`src/rtl/sdram_sched.sv`:
```
// Arbiter between the CPU, PPU and API requesters and the single SDRAM command engine.
// It also inserts auto-refresh and bounds how long the API channel can be starved.
module sdram_sched #(
    parameter int ADDR_BITS        = 22,
    parameter int REFRESH_INTERVAL = 780,
    parameter int API_MAX_WAIT     = 8
) (
    input  logic                 clk,
    input  logic                 reset,
    input  logic [2:0]           req,
    input  logic [2:0]           we,
    input  logic [ADDR_BITS-1:0] addr0,
    input  logic [ADDR_BITS-1:0] addr1,
    input  logic [ADDR_BITS-1:0] addr2,
    input  logic [15:0]          wdata0,
    input  logic [15:0]          wdata1,
    input  logic [15:0]          wdata2,
    input  logic [1:0]           wmask0,
    input  logic [1:0]           wmask1,
    input  logic [1:0]           wmask2,
    output logic [2:0]           ack,
    output logic [15:0]          rdata,
    input  logic                 refresh_hint,
    output logic                 cmd_valid,
    input  logic                 cmd_ready,
    output logic                 cmd_refresh,
    output logic                 cmd_we,
    output logic [ADDR_BITS-1:0] cmd_addr,
    output logic [15:0]          cmd_wdata,
    output logic [1:0]           cmd_mask,
    input  logic                 done,
    input  logic [15:0]          done_rdata
);

    localparam int RC_W = $clog2(REFRESH_INTERVAL + 1);
    localparam int SC_W = $clog2(API_MAX_WAIT + 1);
    localparam logic [RC_W-1:0] RC_MAX  = RC_W'(REFRESH_INTERVAL);
    localparam logic [RC_W-1:0] RC_HALF = RC_W'(REFRESH_INTERVAL / 2);
    localparam logic [SC_W-1:0] SC_MAX  = SC_W'(API_MAX_WAIT);

    localparam logic [1:0] S_IDLE  = 2'd0;
    localparam logic [1:0] S_ISSUE = 2'd1;
    localparam logic [1:0] S_WAIT  = 2'd2;

    // One-hot grant: {refresh, ch2, ch1, ch0}
    localparam logic [3:0] G_CH0 = 4'b0001;
    localparam logic [3:0] G_CH1 = 4'b0010;
    localparam logic [3:0] G_CH2 = 4'b0100;
    localparam logic [3:0] G_REF = 4'b1000;

    logic [1:0]           state_q, state_d;
    logic [3:0]           gnt_q, gnt_d;
    logic                 we_q, we_d;
    logic [ADDR_BITS-1:0] addr_q, addr_d;
    logic [15:0]          wdata_q, wdata_d;
    logic [1:0]           mask_q, mask_d;
    logic [2:0]           ack_q, ack_d;
    logic [15:0]          rdata_q, rdata_d;
    logic [RC_W-1:0]      ref_cnt_q, ref_cnt_d;
    logic [SC_W-1:0]      starve_cnt_q, starve_cnt_d;
    logic [3:0]           win;

    always_comb begin
        state_d      = state_q;
        gnt_d        = gnt_q;
        we_d         = we_q;
        addr_d       = addr_q;
        wdata_d      = wdata_q;
        mask_d       = mask_q;
        ack_d        = 3'b000;
        rdata_d      = 16'h0000;
        ref_cnt_d    = (ref_cnt_q >= RC_MAX) ? RC_MAX : ref_cnt_q + 1'b1;
        starve_cnt_d = req[2] ? starve_cnt_q : '0;
        win          = 4'b0000;

        case (state_q)
            S_IDLE: begin
                if (ref_cnt_q >= RC_MAX)                            win = G_REF;
                else if (req[2] && starve_cnt_q >= SC_MAX)          win = G_CH2;
                else if (req[1])                                    win = G_CH1;
                else if (req[0])                                    win = G_CH0;
                else if (req[2])                                    win = G_CH2;
                else if (refresh_hint && ref_cnt_q >= RC_HALF)      win = G_REF;

                // Fields are captured here so requesters may change inputs while in flight
                case (win)
                    G_CH0: begin
                        we_d = we[0]; addr_d = addr0; wdata_d = wdata0; mask_d = wmask0;
                    end
                    G_CH1: begin
                        we_d = we[1]; addr_d = addr1; wdata_d = wdata1; mask_d = wmask1;
                    end
                    G_CH2: begin
                        we_d = we[2]; addr_d = addr2; wdata_d = wdata2; mask_d = wmask2;
                    end
                    G_REF: begin
                        we_d = 1'b0; addr_d = '0; wdata_d = 16'h0000; mask_d = 2'b00;
                    end
                    default: ;
                endcase

                if (win != 4'b0000) begin
                    gnt_d   = win;
                    state_d = S_ISSUE;
                end

                if ((win == G_CH0 || win == G_CH1) && req[2] && starve_cnt_q < SC_MAX)
                    starve_cnt_d = starve_cnt_q + 1'b1;
                else if (win == G_CH2)
                    starve_cnt_d = '0;
            end
            S_ISSUE: begin
                if (cmd_ready) begin
                    state_d = S_WAIT;
                    if (gnt_q[3]) ref_cnt_d = '0;
                end
            end
            S_WAIT: begin
                if (done) begin
                    state_d = S_IDLE;
                    ack_d   = gnt_q[2:0];
                    if (gnt_q[2:0] != 3'b000 && !we_q) rdata_d = done_rdata;
                end
            end
            default: state_d = S_IDLE;
        endcase
    end

    always_ff @(posedge clk or posedge reset) begin
        if (reset) begin
            state_q      <= S_IDLE;
            gnt_q        <= 4'b0000;
            we_q         <= 1'b0;
            addr_q       <= '0;
            wdata_q      <= 16'h0000;
            mask_q       <= 2'b00;
            ack_q        <= 3'b000;
            rdata_q      <= 16'h0000;
            ref_cnt_q    <= '0;
            starve_cnt_q <= '0;
        end else begin
            state_q      <= state_d;
            gnt_q        <= gnt_d;
            we_q         <= we_d;
            addr_q       <= addr_d;
            wdata_q      <= wdata_d;
            mask_q       <= mask_d;
            ack_q        <= ack_d;
            rdata_q      <= rdata_d;
            ref_cnt_q    <= ref_cnt_d;
            starve_cnt_q <= starve_cnt_d;
        end
    end

    assign cmd_valid   = (state_q == S_ISSUE);
    assign cmd_refresh = gnt_q[3];
    assign cmd_we      = we_q;
    assign cmd_addr    = addr_q;
    assign cmd_wdata   = wdata_q;
    assign cmd_mask    = mask_q;
    assign ack         = ack_q;
    assign rdata       = rdata_q;

endmodule

```
`config.mk`:
```
export PLATFORM = sky130hd
export DESIGN_NAME = sdram_sched
export DESIGN_NICKNAME = d
export VERILOG_FILES = /design/src/rtl/sdram_sched.sv
export SDC_FILE = /design/constraint.sdc
export NUM_CORES = 1
export LEC_CHECK = 0
export CAP_MARGIN = 40
export CORE_AREA = 10 10 109 130
export DETAILED_ROUTE_END_ITERATION = 10
export DIE_AREA = 0 0 119 140
export GPL_TIMING_DRIVEN = 1
export PLACE_DENSITY = 0.77
export SYNTH_ARGS = -nofsm -noshare
export SYNTH_HDL_FRONTEND = slang
export SYNTH_SLANG_ARGS = --single-unit
```
`constraint.sdc`:
```
create_clock -name clk -period 4 [get_ports clk]
set_input_delay 0.8 -clock clk [delete_from_list [all_inputs] [get_ports clk]]
set_output_delay 0.8 -clock clk [all_outputs]
set_load 0.02 [all_outputs]
```
* Word level (Yosys, flattened, before mapping)
Index checks and enable logic that the tools add are counted.
** Word-level totals
- Memory bits (writable) :: 0
- Input port bits :: 147
- Bits in read-only memories :: 0
- Output and inout bits :: 62
- Memories :: 0
- Bits in latches :: 0
- Flip-flop bits (word level) :: 80
** Operators by class
- Shifts and indexed selects :: 0
- Muxes and demuxes :: 28
- $lt $le $gt $ge :: 4
- Bitwise logic cells :: 0
- Add/sub/neg operators :: 2
- Reduce and logical (&&, ||, !) cells :: 14
- Divide/modulo/power cells :: 0
- Equality and inequality tests :: 9
- Multiply operators :: 0
** Operators by type and width (number)
- case mux 22 bit (4 select lines) :: 1
- case mux 16 bit (4 select lines) :: 1
- two-way mux 16 bit :: 3
- two-way mux 4 bit :: 11
- two-way mux 10 bit :: 4
- adder 10 x 1 -> 10 bit (second input constant) :: 1
- >= comparator 10 bit (second input constant) :: 1
- >= comparator 10 x 9 -> 1 bit (second input constant) :: 1
- case mux 2 bit (4 select lines) :: 1
- nonzero test 4 bit :: 2
- two-way mux 2 bit :: 3
- two-way mux 3 bit :: 2
- case mux 2 bit (3 select lines) :: 1
- logical AND 1 bit :: 5
- adder 4 x 1 -> 4 bit (second input constant) :: 1
- == test 4 x 1 -> 1 bit (second input constant) :: 1
- == test 4 x 2 -> 1 bit (second input constant) :: 1
- == test 4 x 3 -> 1 bit (second input constant) :: 1
- == test 4 bit (second input constant) :: 1
- >= comparator 4 bit (second input constant) :: 1
- < comparator 4 bit (second input constant) :: 1
- != test 2 bit (second input constant) :: 2
- case mux 1 bit (4 select lines) :: 1
- AND reduction 2 bit :: 2
- other kinds (8) :: 8

* Logic depth before layout (Yosys ltp)
Gate-level depths: netlist of the first run.
- Depth in word-level cells :: 15
- Depth in mapped cells :: 7
- Depth with buffers taken out :: 5

* Worst setup path before layout of the first run
OpenSTA, ideal clock, no wires.
- Path type :: input to register
- From :: input req[2]
- To :: register addr_q[0] (netlist: cmd_addr[0])
- Setup time :: 138 ps
- Arrival :: 2118 ps
- Stages on the path :: 6
- Data required time :: 3862 ps
- Slack :: 1744 ps
- Path buffers :: 2
- Cells stage by stage :: clkbuf_1 -> nor3_1 -> inv_1 -> o41ai_4 -> buf_4 -> a221oi_2
** Between the ends
- Cells in the longest elaborated chain, start to end :: 9
- Elaborated cells between the ends (all ways) :: 14
- Those cells by class :: eq/ne (4); mux (7); reduce/logical (3)
** Ends and longest elaborated chain
- start: declaration :: RTL line 10 : input logic [2:0] req,
- two-way mux 4 bit :: RTL line 82 : else if (req[2]) win = G_CH2;
- two-way mux 4 bit :: RTL line 81 : else if (req[0]) win = G_CH0;
- two-way mux 4 bit :: RTL line 80 : else if (req[1]) win = G_CH1;
- two-way mux 4 bit * :: RTL line 79 : else if (req[2] && starve_cnt_q >= SC_MAX) win = G_CH2;
- two-way mux 4 bit * :: RTL line 78 : if (ref_cnt_q >= RC_MAX) win = G_REF;
- two-way mux 4 bit * :: RTL line 76 : case (state_q)
- == test 4 x 1 -> 1 bit (tied with other cells) :: RTL line 86 : case (win)
- nonzero test 4 bit (no source line)
- AND reduction 2 bit (no source line)
- end signal: assignment :: RTL line 145 : addr_q <= addr_d;
- end: declaration :: RTL line 54 : logic [ADDR_BITS-1:0] addr_q, addr_d;
Every way passes the cells marked *; elsewhere a longest branch is shown, timed or not. The select of a mux whose other input is x is not followed.
A chain may end at the register's enable or synchronous reset.

* Worst setup path after layout of the first run
- From :: input req[1]
- To :: register we_q (netlist: cmd_we)
** Between the ends
- Cells in the longest elaborated chain, start to end :: 7
- Elaborated cells between the ends (all ways) :: 11
- Those cells by class :: eq/ne (4); mux (5); reduce/logical (2)
** Ends and longest elaborated chain
- two-way mux 4 bit * :: RTL line 80
- two-way mux 4 bit * :: RTL line 79
- two-way mux 4 bit * :: RTL line 78
- two-way mux 4 bit * :: RTL line 76
- == test 4 x 1 -> 1 bit (tied with other cells) :: RTL line 86
- nonzero test 4 bit (no source line)
- AND reduction 2 bit (no source line)
- end signal: assignment :: RTL line 144 : we_q <= we_d;
- end: declaration :: RTL line 53 : logic we_q, we_d;
Marked as above.

==> results of run 1 <==
[worst min-delay path by stage]
stage          slack [ns]          from  cells after the start            to
2_1_floorplan        0.48      gnt_q[2]                      1        ack[2]
3_3_place_gp         0.50      gnt_q[2]                      1      gnt_q[2]
3_5_place_dp         0.52      gnt_q[1]                      1      gnt_q[1]
4_1_cts              0.53  cmd_wdata[9]                      2  cmd_wdata[9]
5_1_grt              0.55   cmd_addr[8]                      2   cmd_addr[8]
6_report             0.53  cmd_wdata[9]                      2  cmd_wdata[9]
[layer usage]
| metal | GRT usage (%) | vias up | part of all wire [%] |
|---|---|---|---|
| met1 | 19.7 | 2171 | 35 |
| met5 | 0 | - | 0 |
| met4 | 8.56 | 0 | 2.7 |
| met2 | 34.5 | 168 | 55 |
| met3 | 4.58 | 25 | 7.0 |
| li1 | - | 2047 | - |
[cells by family after synthesis]
| group | share of synthesized area [%] |
|---|---|
| compound gates | 28.0 |
| xor+xnor | 0.963 |
| fa+ha+maj | 1.10 |
| buf+inv | 8.91 |
| flops | 44.0 |
| simple gates | 17.0 |
[critical path: cells and delay by family]
kind	cells	cell delay, ns
and+or+nand+nor	1	0.47
AOI/OAI and AO/OA	3	1.01
buffers and inverters	2	0.84
[flip-flops by register name, summed over array words and instances, names as in the netlist]
| register | flops |
|---|---|
| cmd_addr | 22 |
| gnt_q | 4 |
| ref_cnt_q | 10 |
| cmd_mask | 2 |
| starve_cnt_q | 4 |
| state_q | 2 |
| rdata | 16 |
| cmd_we | 1 |
| cmd_wdata | 16 |
| ack | 3 |
[power by group through the flow]
stage	Sequential, mW	Clock [mW]	Combinational (mW)
after global placement	1.32	0	2.32
final	1.33	0.866	2.42
after CTS	1.33	0.886	2.43
after detailed placement	1.34	0	2.43
after floorplan	1.58	0	1.24
after global routing	1.37	0.918	2.60
[cell type report]
type | instances | area, um2
clock buffers | 10 | 229
clock inverters | 6 | 83.8
fillers | 991 | 4420
inverters | 49 | 185
multi-input cells | 270 | 2180
flip-flops and latches | 80 | 2000
well taps | 157 | 196
repair buffers | 219 | 2220
[cell usage after synthesis, types with 2 or more instances]
cell type  number  share of area (%)
dfrtp_1        80                 44
inv_1          49                4.0
nand2_1        48                4.0
a32o_1         42                9.2
nor4_1         41                5.6
a221oi_2       39                 13
clkbuf_1       35                2.9
and2_1         20                2.7
nor2_1         13                1.1
buf_6           6                1.5
o21ai_0         6               0.66
a21oi_1         4               0.44
ha_1            4                1.1
nand3_1         4               0.44
nand4_1         4               0.55
a21boi_0        3               0.49
a221oi_1        3               0.58
buf_4           3               0.49
nor3_1          3               0.33
xor2_1          3               0.58
a21boi_1        2               0.33
a21o_1          2               0.33
nand2b_1        2               0.27
nor3b_1         2               0.33
o22ai_1         2               0.27
or3_1           2               0.27
xnor2_1         2               0.39
[metrics by stage]
step	instance area, um2	worst slack, ns	util [%]	power [mW]
after floorplan	4550	1.15	-	2.82
final	7100	1.01	61.6	4.62
after detailed placement	6790	0.710	58.9	3.77
after global routing	7100	0.834	61.6	4.90
after global placement	6760	0.845	58.7	3.65
after CTS	7100	1.04	61.6	4.65
[placed cells by master (no fill, tap or decap), drive strengths merged, types with 3 or more instances in the layout]
master	synthesis	layout
nor2	13	13
nor3	3	3
or3	3	3
o21ai	6	6
nand4	4	4
a21boi	5	5
dfrtp	80	80
a21oi	4	4
ha	4	4
xor2	3	3
a32o	42	42
nand2	48	48
clkdlybuf4s50	0	207
clkinv	0	5
clkbuf	35	10
nor4	41	41
a221oi	42	42
and2	20	20
nand3	4	4
buf	9	12
inv	49	48
==> metrics.csv, run 1 <==
stage;metric;value;unit
timing;Final min period;2.99;ns
timing;Hold Slack;0.528;ns
worst_setup_path;crit-path max cell delay;0.55;ns
worst_setup_path;Req. time, crit path;4.19;ns
worst_setup_path;Setup crit end kind;flip-flop;
worst_setup_path;Setup crit start;req[1];
pwr;NetSw;1.84;mW
timing;Max Slew Vio Count;0;
clock_network;Clk Latency, worst-skew pair;0.34;ns
worst_setup_path;Reg2Reg Depth;5;
worst_hold_path;worst hold path type;reg2reg;
floorplanning;Core Area;11500;um2
grt;antenna violations before repair;0;
grt;Overflow after GRT;0;
worst_setup_path;Crit Path Class;in2reg;
layout;area delta synth->final;56.0;%
synth;synth warn;0;
synth;Yosys reg bits;80;
worst_setup_path;nature of the critical path startpoint;input pin;
floorplanning;Die H;140;um
placed_design;post-DP HPWL;12000;um
clock_network;CTS resizes;0;
layout;fin cells;791;
layout;layout cells sized above 1;12.0;%
timing;Setup TNS Final;0;ns
worst_setup_path;FF-to-FF Start;ref_cnt_q[6];
floorplanning;Die X-Extent;119;um
worst_setup_path;Worst path slowest cell;clkdlybuf4s50_1;
worst_setup_path;Critical R2R Capture;cmd_we;
floorplanning;num ports;209;
drt;final wirelength;16200;um
floorplanning;initial core utilization;39.5;%
clock_network;Setup Fix Bufs, Post-CTS;0;
clock_network;CTS Buf Count;9;
clock_network;clock sink count;80;
grt;Total GRT Usage;18.8;%
pwr;Pwr Density;651;nW/um2
clock_network;H-tree lvl count;3;
worst_setup_path;Critical Path Fanout Max;26;
timing;fmax;335;MHz
synth;EDFF count, synth;0;
pwr;Gate power share;52.4;%
drt;Vias/cell;5.58;
pwr;Clk pwr share;18.8;%
timing;relative slew slack;55.2;%
grt;pin count of the biggest net entering global routing;51;
synth;Syn Area/Cell;10.3;um2
pwr;sequential share of power;28.8;%
drt;Initial DRT Pass Iterations;4;
synth;Synth Instances;443;
pwr;Sw Ratio;39.8;%
timing;Worst Skew;0.00451;ns
pwr;Peak VDD IR;0.000278;V
timing;Tightest Pin Transition;0.670;ns
drt;DRC Markers;0;
synth;prevailing post-synth register cell;dfrtp_1;
clock_network;CTS Hold Buffers Added;0;
drt;initial drt markers;204;
floorplanning;die area;16700;um2
worst_setup_path;worst-path cell chain;clkdlybuf4s50_1 > nor4b_1 > o2111a_1 > o41a_2 > buf_12 > a221oi_1;
floorplanning;num rows;43;
synth;Yosys cell types;46;
status;status;completed;
clock_network;Clock Pin Slew Worst Setup and Hold Paths;0.06;ns
synth;Post-Syn Nets;594;
placed_design;dpl cells;775;
pwr;Leak;2.88;nW
drt;ANT nets after route;0;
drt;Vias;4411;
synth;ys async rst share;100;%
grt;vias in the first global route;4761;
synth;fraction of the yosys area taken by sequential cells;44.0;%
layout;ant diodes;0;
drt;DR WL/cell;20.5;um
pwr;Internal Power;2.78;mW
worst_setup_path;reg2reg setup slack;1.02;ns
synth;Netlist Area Pre-Place;4550;um2
placed_design;gpl congestion;0.840;
placed_design;port bufs;208;
clock_network;CTS tree;built;
timing;final hold vios;0;
timing;RSZ-0062 raised after global routing;false;
timing;setup violators final;0;
flow_run;Max-cap violations;0;
timing;Final Cycle Share;74.7;%
grt;global-route wire length before repair;25500;um
worst_setup_path;Worst Setup EP;cmd_we;
worst_setup_path;critical path data arrival time;3.18;ns
clock_network;clk root buf;clkbuf_16;
layout;fin nets;780;
clock_network;CTS Buffer Depth;2;
No activity file was read; power rests on OpenSTA's default activity.
==> inputs of run 2 (changes only) <==
==> constraint.sdc (replaced) <==
create_clock -name clk -period 3 [get_ports clk]
set_input_delay 0.6 -clock clk [delete_from_list [all_inputs] [get_ports clk]]
set_output_delay 0.6 -clock clk [all_outputs]
set_load 0.02 [all_outputs]
==> metrics.csv, run 2 (synthesized netlist as in run 1, its figures left out) <==
stage;metric;value;unit;change
clock_network;Clock Pin Slew Worst Setup and Hold Paths;0.06;ns;about the same
drt;DR WL/cell;20.8;um;+1.4%
grt;global-route wire length before repair;26200;um;+2.9%
grt;pin count of the biggest net entering global routing;49;;-3.9%
timing;Max Slew Vio Count;0;;unchanged
timing;relative slew slack;42.0;%;-13 points
layout;area delta synth->final;57.5;%;
timing;fmax;383;MHz;
floorplanning;num rows;43;;unchanged
clock_network;H-tree lvl count;3;;unchanged
drt;Initial DRT Pass Iterations;5;;+1
timing;setup violators final;0;;unchanged
drt;Vias/cell;5.61;;+0.60%
drt;final wirelength;16500;um;+1.9%
worst_setup_path;Crit Path Class;in2reg;;
timing;Final Cycle Share;87.0;%;
grt;antenna violations before repair;0;;unchanged
status;status;completed;;
worst_setup_path;critical path data arrival time;2.84;ns;-0.34 ns
layout;area taken by multi-input logic gates;2180;um2;unchanged
drt;Vias;4460;;+1.1%
timing;Final WS setup;0.389;ns;-0.624 ns
layout;fillcell total;954;;-3.7%
clock_network;CTS resizes;0;;unchanged
floorplanning;Die H;140;um;unchanged
drt;DRC Markers;0;;unchanged
timing;Worst Skew;0.00663;ns;+0.00212 ns
pwr;Leak;2.91;nW;+1.0%
grt;Total GRT Usage;19.3;%;+0.50 points
pwr;Tot Pwr;6.29;mW;+36%
layout;ant diodes;0;;unchanged
clock_network;CTS Buffer Depth;2;;unchanged
clock_network;Clk Latency, worst-skew pair;0.33;ns;about the same
grt;Overflow after GRT;0;;unchanged
pwr;Pwr Density;878;nW/um2;+35%
clock_network;clk root buf;clkbuf_16;;
worst_setup_path;Req. time, crit path;3.23;ns;-0.96 ns
layout;commonest non-fill, non-tap cell in the layout;clkdlybuf4s50_1;;
placed_design;Placement Setup Slack;0.0976;ns;-0.613 ns
timing;Setup TNS Final;0;ns;unchanged
placed_design;port bufs;208;;unchanged
timing;final hold vios;0;;unchanged
floorplanning;Core Area;11500;um2;unchanged
worst_setup_path;Setup crit end kind;flip-flop;;
floorplanning;Die X-Extent;119;um;unchanged
clock_network;CTS tree;built;;
worst_hold_path;worst hold path type;reg2reg;;
clock_network;CTS Buf Count;9;;unchanged
placed_design;post-DP HPWL;12300;um;+2.3%
timing;Tightest Pin Transition;0.868;ns;+0.198 ns
floorplanning;die area;16700;um2;unchanged
timing;RSZ-0062 raised after global routing;false;;
floorplanning;num ports;209;;unchanged
grt;vias in the first global route;4864;;+2.2%
layout;fin nets;784;;+0.51%
timing;Final min period;2.61;ns;
placed_design;gpl congestion;0.842;;+0.24%
clock_network;clock sink count;80;;unchanged
layout;Largest register FFs;22;;unchanged
flow_run;Max-cap violations;0;;unchanged
pwr;Peak VDD IR;0.000431;V;+55%
layout;commonest cells after routing, fill and taps aside;207 x clkdlybuf4s50_1, 80 x dfrtp_1, 48 x nand2_1, 48 x inv_1, 42 x a32o_1;;
drt;initial drt markers;286;;+40%
floorplanning;initial core utilization;39.5;%;unchanged
worst_setup_path;Critical Path Fanout Max;22;;-15%
drt;ANT nets after route;0;;unchanged
layout;layout cells sized above 1;12.5;%;+0.55 points
worst_setup_path;nature of the critical path startpoint;input pin;;
layout;register area;2000;um2;unchanged
clock_network;Setup Fix Bufs, Post-CTS;0;;unchanged
clock_network;CTS Hold Buffers Added;0;;unchanged
-- run 2: layout make-up --
cell class | instances | area share (%)
multi-input combinational | 270 | 30.5
inverter | 49 | 2.58
timing repair buffer | 223 | 31.6
clock inverter | 4 | 1.07
sequential | 80 | 27.9
tap | 157 | 2.74
clock buffer | 12 | 3.58
-- run 2: worst paths after layout --
path	cells past startpoint	start	end	slack [ns]
min reg2reg	1	gnt_q[2]	ack[2]	0.52
min in group asynchronous	2	reset	rdata[1]	0.64
max in group asynchronous	3	reset	ref_cnt_q[7]	1.70
min	1	gnt_q[2]	ack[2]	0.52
max	6	req[1]	cmd_addr[5]	0.39
max reg2reg	5	ref_cnt_q[5]	cmd_we	0.61
-- run 2: where the power goes --
part | switching (mW) | internal [mW] | leakage [nW] | total [mW]
registers | 0.295 | 1.49 | 0.989 | 1.78
logic | 1.75 | 1.56 | 1.76 | 3.31
clock network | 0.428 | 0.776 | 0.159 | 1.20
total | 2.47 | 3.82 | 2.91 | 6.29
-- run 2: worst max-delay path, cell delays in order --
cell	delay, ns
clkdlybuf4s50_1	0.56
nor4b_1	0.64
o2111a_1	0.39
o41ai_4	0.12
buf_12	0.23
a221oi_2	0.30
-- run 2: layer usage --
metal,global-route usage (%),part of all wire (%)
met1,20.5,36
met2,36.0,55
met3,4.30,6.2
met4,7.41,2.5
met5,0,0
-- run 2: through the flow --
stage | utilization, % | instance area (um2) | instances | hold WS (ns)
floorplan | - | 4550 | 443 | 0.478
detailed placement | 59.3 | 6830 | 779 | 0.515
finish | 62.2 | 7170 | 795 | 0.518
global placement | 59.2 | 6810 | 778 | 0.495
global route | 62.2 | 7170 | 795 | 0.547
CTS | 62.2 | 7170 | 795 | 0.526
==> inputs of run 3 (changes only) <==
--- a/config.mk
+++ b/config.mk
@@ -10,6 +10,7 @@
 export DETAILED_ROUTE_END_ITERATION = 10
 export DIE_AREA = 0 0 119 140
 export GPL_TIMING_DRIVEN = 1
+export HOLD_SLACK_MARGIN = 0.15
 export PLACE_DENSITY = 0.77
 export SYNTH_ARGS = -nofsm -noshare
 export SYNTH_HDL_FRONTEND = slang
==> results of run 3 <==
No change in the layout: final DEF, timing and power equal those of run 2.
